[src/rtl/memarb_nport.sv]
// rtl/memarb_nport.sv - N-port round-robin arbiter onto one Wishbone B4 classic master
// Optional shared read line buffer enabled by defining MEMARB_LINEBUF_EN.
module memarb_nport #(
  parameter int N_PORTS    = 2,
  parameter int LINE_WIDTH = 128,
  parameter int MAX_RETRY  = 3
) (
  input  logic                    clk,
  input  logic                    rst,
  input  logic [N_PORTS-1:0]      valid,
  input  logic [32*N_PORTS-1:0]   addr,
  input  logic [32*N_PORTS-1:0]   datain,
  input  logic [N_PORTS-1:0]      wr,
  output logic [32*N_PORTS-1:0]   dataout,
  output logic [N_PORTS-1:0]      ready,
  output logic [N_PORTS-1:0]      err,
  output logic [31:0]             wb_adr_o,
  output logic [LINE_WIDTH-1:0]   wb_dat_o,
  input  logic [LINE_WIDTH-1:0]   wb_dat_i,
  output logic                    wb_we_o,
  output logic [LINE_WIDTH/8-1:0] wb_sel_o,
  output logic                    wb_stb_o,
  input  logic                    wb_ack_i,
  input  logic                    wb_err_i,
  input  logic                    wb_rty_i,
  output logic                    wb_cyc_o
);

  localparam int SEL_WIDTH = LINE_WIDTH / 8;
  localparam int WORDS     = LINE_WIDTH / 32;
  localparam int OFFW      = $clog2(SEL_WIDTH);
  localparam int WI        = (WORDS > 1) ? $clog2(WORDS) : 1;
  localparam int PW        = (N_PORTS > 1) ? $clog2(N_PORTS) : 1;
  localparam int RW        = $clog2(MAX_RETRY + 1);

  typedef enum logic [1:0] {IDLE, BUS, BACKOFF, DONE} state_t;

  state_t                 state_q;
  logic [PW-1:0]          rr_q, port_q, gnt_idx, rr_next;
  logic [RW-1:0]          retry_q;
  logic                   wr_q;
  logic [WI-1:0]          widx_q, widx_sel;
  logic                   gnt_found, wr_sel, lb_hit;
  logic [31:0]            addr_sel, din_sel, rd_word, lb_word;
  logic [N_PORTS-1:0]     ready_q, err_q;
  logic [31:0]            dout_q [N_PORTS];
  logic                   cyc_q, we_q;
  logic [31:0]            adr_q;
  logic [LINE_WIDTH-1:0]  dat_q;
  logic [SEL_WIDTH-1:0]   sel_q;
  logic                   unused_addr_lsb;

  // Fallback pass picks the lowest valid port; second pass overrides with the lowest valid port >= rr.
  always_comb begin
    gnt_found = 1'b0;
    gnt_idx   = '0;
    for (int p = N_PORTS - 1; p >= 0; p--) begin
      if (valid[p]) begin
        gnt_found = 1'b1;
        gnt_idx   = PW'(p);
      end
    end
    for (int p = N_PORTS - 1; p >= 0; p--) begin
      if (valid[p] && PW'(p) >= rr_q) gnt_idx = PW'(p);
    end
  end

  always_comb begin
    addr_sel = '0;
    din_sel  = '0;
    wr_sel   = 1'b0;
    for (int p = 0; p < N_PORTS; p++) begin
      if (gnt_idx == PW'(p)) begin
        addr_sel = addr[32*p +: 32];
        din_sel  = datain[32*p +: 32];
        wr_sel   = wr[p];
      end
    end
  end

  generate
    if (WORDS > 1) begin : g_widx
      assign widx_sel = addr_sel[OFFW-1:2];
    end else begin : g_widx1
      assign widx_sel = 1'b0;
    end
  endgenerate

  assign unused_addr_lsb = ^addr_sel[1:0];
  assign rr_next = (int'(port_q) == N_PORTS - 1) ? '0 : port_q + 1'b1;

  always_comb begin
    rd_word = '0;
    for (int w = 0; w < WORDS; w++) begin
      if (widx_q == WI'(w)) rd_word = wb_dat_i[32*w +: 32];
    end
  end

`ifdef MEMARB_LINEBUF_EN
  logic                  lb_valid_q;
  logic [LINE_WIDTH-1:0] lb_line_q;
  logic [31-OFFW:0]      lb_tag_q, tag_q;

  assign lb_hit = lb_valid_q && !wr_sel && (addr_sel[31:OFFW] == lb_tag_q);
  always_comb begin
    lb_word = '0;
    for (int w = 0; w < WORDS; w++) begin
      if (widx_sel == WI'(w)) lb_word = lb_line_q[32*w +: 32];
    end
  end
`else
  assign lb_hit  = 1'b0;
  assign lb_word = '0;
`endif

  always_ff @(posedge clk) begin
    if (rst) begin
      state_q <= IDLE;
      rr_q    <= '0;
      port_q  <= '0;
      retry_q <= '0;
      wr_q    <= 1'b0;
      widx_q  <= '0;
      cyc_q   <= 1'b0;
      we_q    <= 1'b0;
      sel_q   <= '0;
      adr_q   <= '0;
      dat_q   <= '0;
      ready_q <= '0;
      err_q   <= '0;
      for (int p = 0; p < N_PORTS; p++) dout_q[p] <= '0;
`ifdef MEMARB_LINEBUF_EN
      lb_valid_q <= 1'b0;
`endif
    end else begin
      ready_q <= '0;
      err_q   <= '0;
      case (state_q)
        IDLE: begin
          if (gnt_found) begin
            port_q  <= gnt_idx;
            wr_q    <= wr_sel;
            widx_q  <= widx_sel;
            retry_q <= '0;
`ifdef MEMARB_LINEBUF_EN
            tag_q   <= addr_sel[31:OFFW];
`endif
            if (lb_hit) begin
              ready_q[gnt_idx] <= 1'b1;
              dout_q[gnt_idx]  <= lb_word;
              state_q          <= DONE;
            end else begin
              adr_q   <= {addr_sel[31:OFFW], {OFFW{1'b0}}};
              dat_q   <= {WORDS{din_sel}};
              we_q    <= wr_sel;
              sel_q   <= wr_sel ? (SEL_WIDTH'(4'hF) << (4 * widx_sel)) : '1;
              cyc_q   <= 1'b1;
              state_q <= BUS;
            end
          end
        end
        BUS: begin
          if (wb_ack_i) begin
            cyc_q           <= 1'b0;
            ready_q[port_q] <= 1'b1;
            if (!wr_q) dout_q[port_q] <= rd_word;
`ifdef MEMARB_LINEBUF_EN
            if (!wr_q) begin
              lb_line_q  <= wb_dat_i;
              lb_tag_q   <= tag_q;
              lb_valid_q <= 1'b1;
            end else if (tag_q == lb_tag_q) begin
              lb_valid_q <= 1'b0;
            end
`endif
            state_q <= DONE;
          end else if (wb_err_i) begin
            cyc_q           <= 1'b0;
            ready_q[port_q] <= 1'b1;
            err_q[port_q]   <= 1'b1;
            state_q         <= DONE;
          end else if (wb_rty_i) begin
            cyc_q <= 1'b0;
            if (retry_q == RW'(MAX_RETRY - 1)) begin
              ready_q[port_q] <= 1'b1;
              err_q[port_q]   <= 1'b1;
              state_q         <= DONE;
            end else begin
              retry_q <= retry_q + 1'b1;
              state_q <= BACKOFF;
            end
          end
        end
        BACKOFF: begin
          cyc_q   <= 1'b1;
          state_q <= BUS;
        end
        DONE: begin
          rr_q    <= rr_next;
          state_q <= IDLE;
        end
        default: state_q <= IDLE;
      endcase
    end
  end

  generate
    for (genvar p = 0; p < N_PORTS; p++) begin : g_dout
      assign dataout[32*p +: 32] = dout_q[p];
    end
  endgenerate

  assign ready    = ready_q;
  assign err      = err_q;
  assign wb_cyc_o = cyc_q;
  assign wb_stb_o = cyc_q;
  assign wb_we_o  = we_q;
  assign wb_sel_o = sel_q;
  assign wb_adr_o = adr_q;
  assign wb_dat_o = dat_q;

endmodule

[config.mk]
export PLATFORM = sky130hd
export DESIGN_NAME = memarb_nport
export DESIGN_NICKNAME = d
export VERILOG_FILES = /design/src/rtl/memarb_nport.sv
export SDC_FILE = /design/constraint.sdc
export NUM_CORES = 1
export LEC_CHECK = 0
export CORE_AREA = 10 10 188 190
export CTS_CLUSTER_DIAMETER = 120
export CTS_CLUSTER_SIZE = 20
export DETAILED_ROUTE_END_ITERATION = 10
export DIE_AREA = 0 0 198 200
export DONT_BUFFER_PORTS = 1
export PLACE_DENSITY_LB_ADDON = 0.25
export SKIP_CTS_REPAIR_TIMING = 1
export SLEW_MARGIN = 15
export SYNTH_ARGS = -nofsm -noshare
export SYNTH_HDL_FRONTEND = slang
export SYNTH_SLANG_ARGS = --single-unit
[constraint.sdc]
create_clock -name clk -period 4.2 [get_ports clk]
set_input_delay 0.42 -clock clk [delete_from_list [all_inputs] [get_ports clk]]
set_output_delay 0.42 -clock clk [all_outputs]
set_load 0.005 [all_outputs]
==> impl_metrics.py <==
metrics = {
    "final_layout": {
        "stdcell_count": 1004,
        "n_fill_cell": 3325,
        "final_nets": 855,
        "final_area_mm2": 0.00775,
        "seqCellArea_mm2": 0.00349,
        "areaGrowthSynthToFinish_pct": 0.830,
        "multi_input_area_mm2": 0.00307,
        "antenna_cells": 0,
        "drive_gt1_share_pct": 14.1,
    },
    "die": {
        "core_mm2": 0.0314,
        "dieArea_mm2": 0.0396,
        "die_w_um": 198,
        "boundaryPins": 512,
        "die_y_um": 200,
        "initial_utilization_pct": 24.5,
        "fp-row-count": 65,
    },
    "place": {
        "post-dp-hpwl_um": 20800,
        "gp_congestion": 0.718,
        "place_inst": 972,
        "io_buffers": 0,
        "dpl_cell_area_mm2": 0.00715,
    },
    "hold_path": {
        "hold_path.class": "in -> reg",
    },
    "yosys": {
        "synthTopCellsByCount": "114 x buf_4, 78 x dfxtp_1, 76 x a21oi_1",
        "synth_cell_type_count": 34,
        "async_reset_ff_share_pct": 0,
        "ys_warn_count": 0,
        "synth_cells": 747,
        "avgSynthCellArea_um2": 10.3,
        "syn_area_mm2": 0.00769,
        "synthTopCellsByArea": "edfxtp_1 25%, dfxtp_1 20%, buf_4 11%, mux4_2 9.4%, a311oi_1 7.2%",
        "yosysMostFrequentCell": "buf_4",
        "synth_edf_count": 64,
        "synth_ff_type": "dfxtp_1",
        "yosysTopAreaCellShare_pct": 25.0,
        "synth_top_area_cell": "edfxtp_1",
        "ys_seq_area_share_pct": 45.3,
        "yosys_register_bits": 142,
    },
    "timing": {
        "clock_skew_ns": 0.0130,
        "setup_viol_count_final": 0,
        "slew_viol_final": 0,
        "timing.hold.ws_ns": 0.0899,
        "hold_violations": 0,
        "tightest_slew_ns": 1.03,
        "fin_crit_sh_pct": 66.3,
        "tns_ns": 0,
        "period_minus_slack_ns": 2.78,
        "max-slew-margin-rel_pct": 31.6,
        "rsz0062_at_grt": "false",
        "fmax_ghz": 0.359,
    },
    "critical_path": {
        "worstSetupPathType": "reg -> reg",
        "cp_max_fo": 33,
        "start_kind": "flop",
        "cp.required_ns": 4.24,
        "reg2reg_depth": 3,
        "reg2reg_slack_ns": 1.42,
        "arrival_ns": 2.82,
        "critical_path_buf_inv_count": 0,
        "worst-path-stages": 3,
        "cpMaxStageDelayCell": "nand2b_2",
        "rr_startpoint": "state_q[0]",
        "critPathCaptureType": "flop",
        "max_stage_delay_ns": 0.70,
        "path_cells": "or4b_1, or3b_4, nand2b_2",
        "critPathTopFamily": "simple AND/OR/NAND/NOR gates",
        "crit_path_end": "dout_q[0][7]",
        "worstSetupStartpoint": "state_q[0]",
        "reg2reg_to": "dout_q[0][7]",
    },
    "detailed_routing": {
        "post-route-drc-count": 0,
        "postRouteAntennaNets": 0,
        "wl_per_cell_um": 28.5,
        "routed_wl_um": 28700,
        "drt_iter0_drc": 240,
        "detail_route.first_pass.iterations": 7,
        "vias_per_cell": 5.35,
        "num_vias": 5374,
    },
    "global_route": {
        "overflow": 0,
        "antenna_found_initial": 1,
        "grt_pass1_wl_um": 40100,
        "grt.total_usage_pct": 13.5,
        "grt_max_degree": 79,
        "grt_pass1_vias": 5559,
    },
    "clocking": {
        "cts_tree": "yes",
        "cts_buffer_depth": 2,
        "path_clk_slew_ns": 0.07,
        "worst_skew_pair.late_latency_ns": 0.42,
        "clock-sinks": 142,
        "h-tree-depth": 4,
        "cts-buffers-inserted": 17,
        "ctsRootBufferMaster": "clkbuf_16",
    },
    "pwr": {
        "max-vdd-ir-drop_mv": 0.246,
        "leakagePower_uw": 0.00239,
        "power_density_mw_per_mm2": 490,
    },
    "outcome": {
        "status": "completed",
    },
    "flow_run": {
        "maxCapViolations": 0,
    },
}
[power breakdown]
group          total, uW  switching [uW]  internal (uW)  leakage (uW)
Sequential          1770             206           1560       0.00131
Clock               1560             656            905      0.000291
Combinational        464             245            219      0.000784
[metrics by stage]
stage / power, uW / worst slack (ns) / util [%]
2_1_floorplan: 2280 / 1.56 / -
3_3_place_gp: 2290 / 1.37 / 22.8
3_5_place_dp: 2280 / 1.39 / 22.8
4_1_cts: 3880 / 1.37 / 24.7
5_1_grt: 3980 / 1.26 / 24.7
6_report: 3800 / 1.42 / 24.7
[worst register-to-register path: cells and delay by family, from the launching register on]
| family | cells | cell delay, ns |
|---|---|---|
| and+or+nand+nor | 3 | 1.87 |
| DFF | 1 | 0.51 |
[layout by cell type, fill, tap and decap left out, types with 3 or more instances in the layout]
| cell type | synthesis | routed |
|---|---|---|
| dfxtp_1 | 78 | 76 |
| a21oi_1 | 76 | 76 |
| clkbuf_16 | 0 | 21 |
| nor2_1 | 8 | 6 |
| edfxtp_1 | 64 | 64 |
| a311oi_1 | 63 | 63 |
| inv_1 | 7 | 7 |
| mux4_2 | 32 | 32 |
| o21ai_0 | 64 | 64 |
| nor3_1 | 4 | 4 |
| clkinv_4 | 0 | 3 |
| conb_1 | 1 | 4 |
| nor2b_1 | 65 | 64 |
| nand2b_2 | 0 | 3 |
| nand3_1 | 64 | 64 |
| a2111oi_0 | 4 | 4 |
| a221oi_1 | 4 | 4 |
| buf_4 | 114 | 8 |
[layout make-up]
class	instances	share of cell area (%)
Clock buffer	23	6.88
Sequential cell	142	45.0
Inverter	8	0.387
Clock inverter	9	0.888
Multi-Input combinational cell	412	39.6
Tap cell	402	6.49
Timing Repair Buffer	8	0.775
[state kept, by name, summed over array words and instances (netlist names)]
register and count:
wb_we_o 1, port_q 1, rr_q 1, widx_q 2, dout_q 64, wb_sel_o 4, ready 2, wb_cyc_o 1
err 2, state_q 2, wb_adr_o 28, wb_dat_o 32, retry_q 2
[logic make-up after synthesis]
group	share of synthesized area (%)
simple gates	12.0
fa+ha+maj	0.163
other cells	0.0488
compound gates	17.7
flops	45.3
buf+inv	15.3
mux	9.51
[worst min path at each step]
stage	startpoint	end	slack (ns)	depth (start not counted)
6_report	wb_ack_i	err[0]	0.09	1
3_3_place_gp	retry_q[1]	retry_q[1]	0.49	2
2_1_floorplan	wb_cyc_o	wb_cyc_o	0.46	2
3_5_place_dp	retry_q[1]	retry_q[1]	0.49	2
5_1_grt	wb_ack_i	err[1]	0.05	1
4_1_cts	wb_ack_i	err[1]	0.05	1
[metal layers]
layer  vias up  track usage (%)  routed length, um
li1       2368                -                  -
met1      2625             15.0              10800
met2       372             22.8              14100
met3         9             6.98               3550
met4         0             3.02                222
met5         -                0                  0
Power figures use the tool's default switching activity.
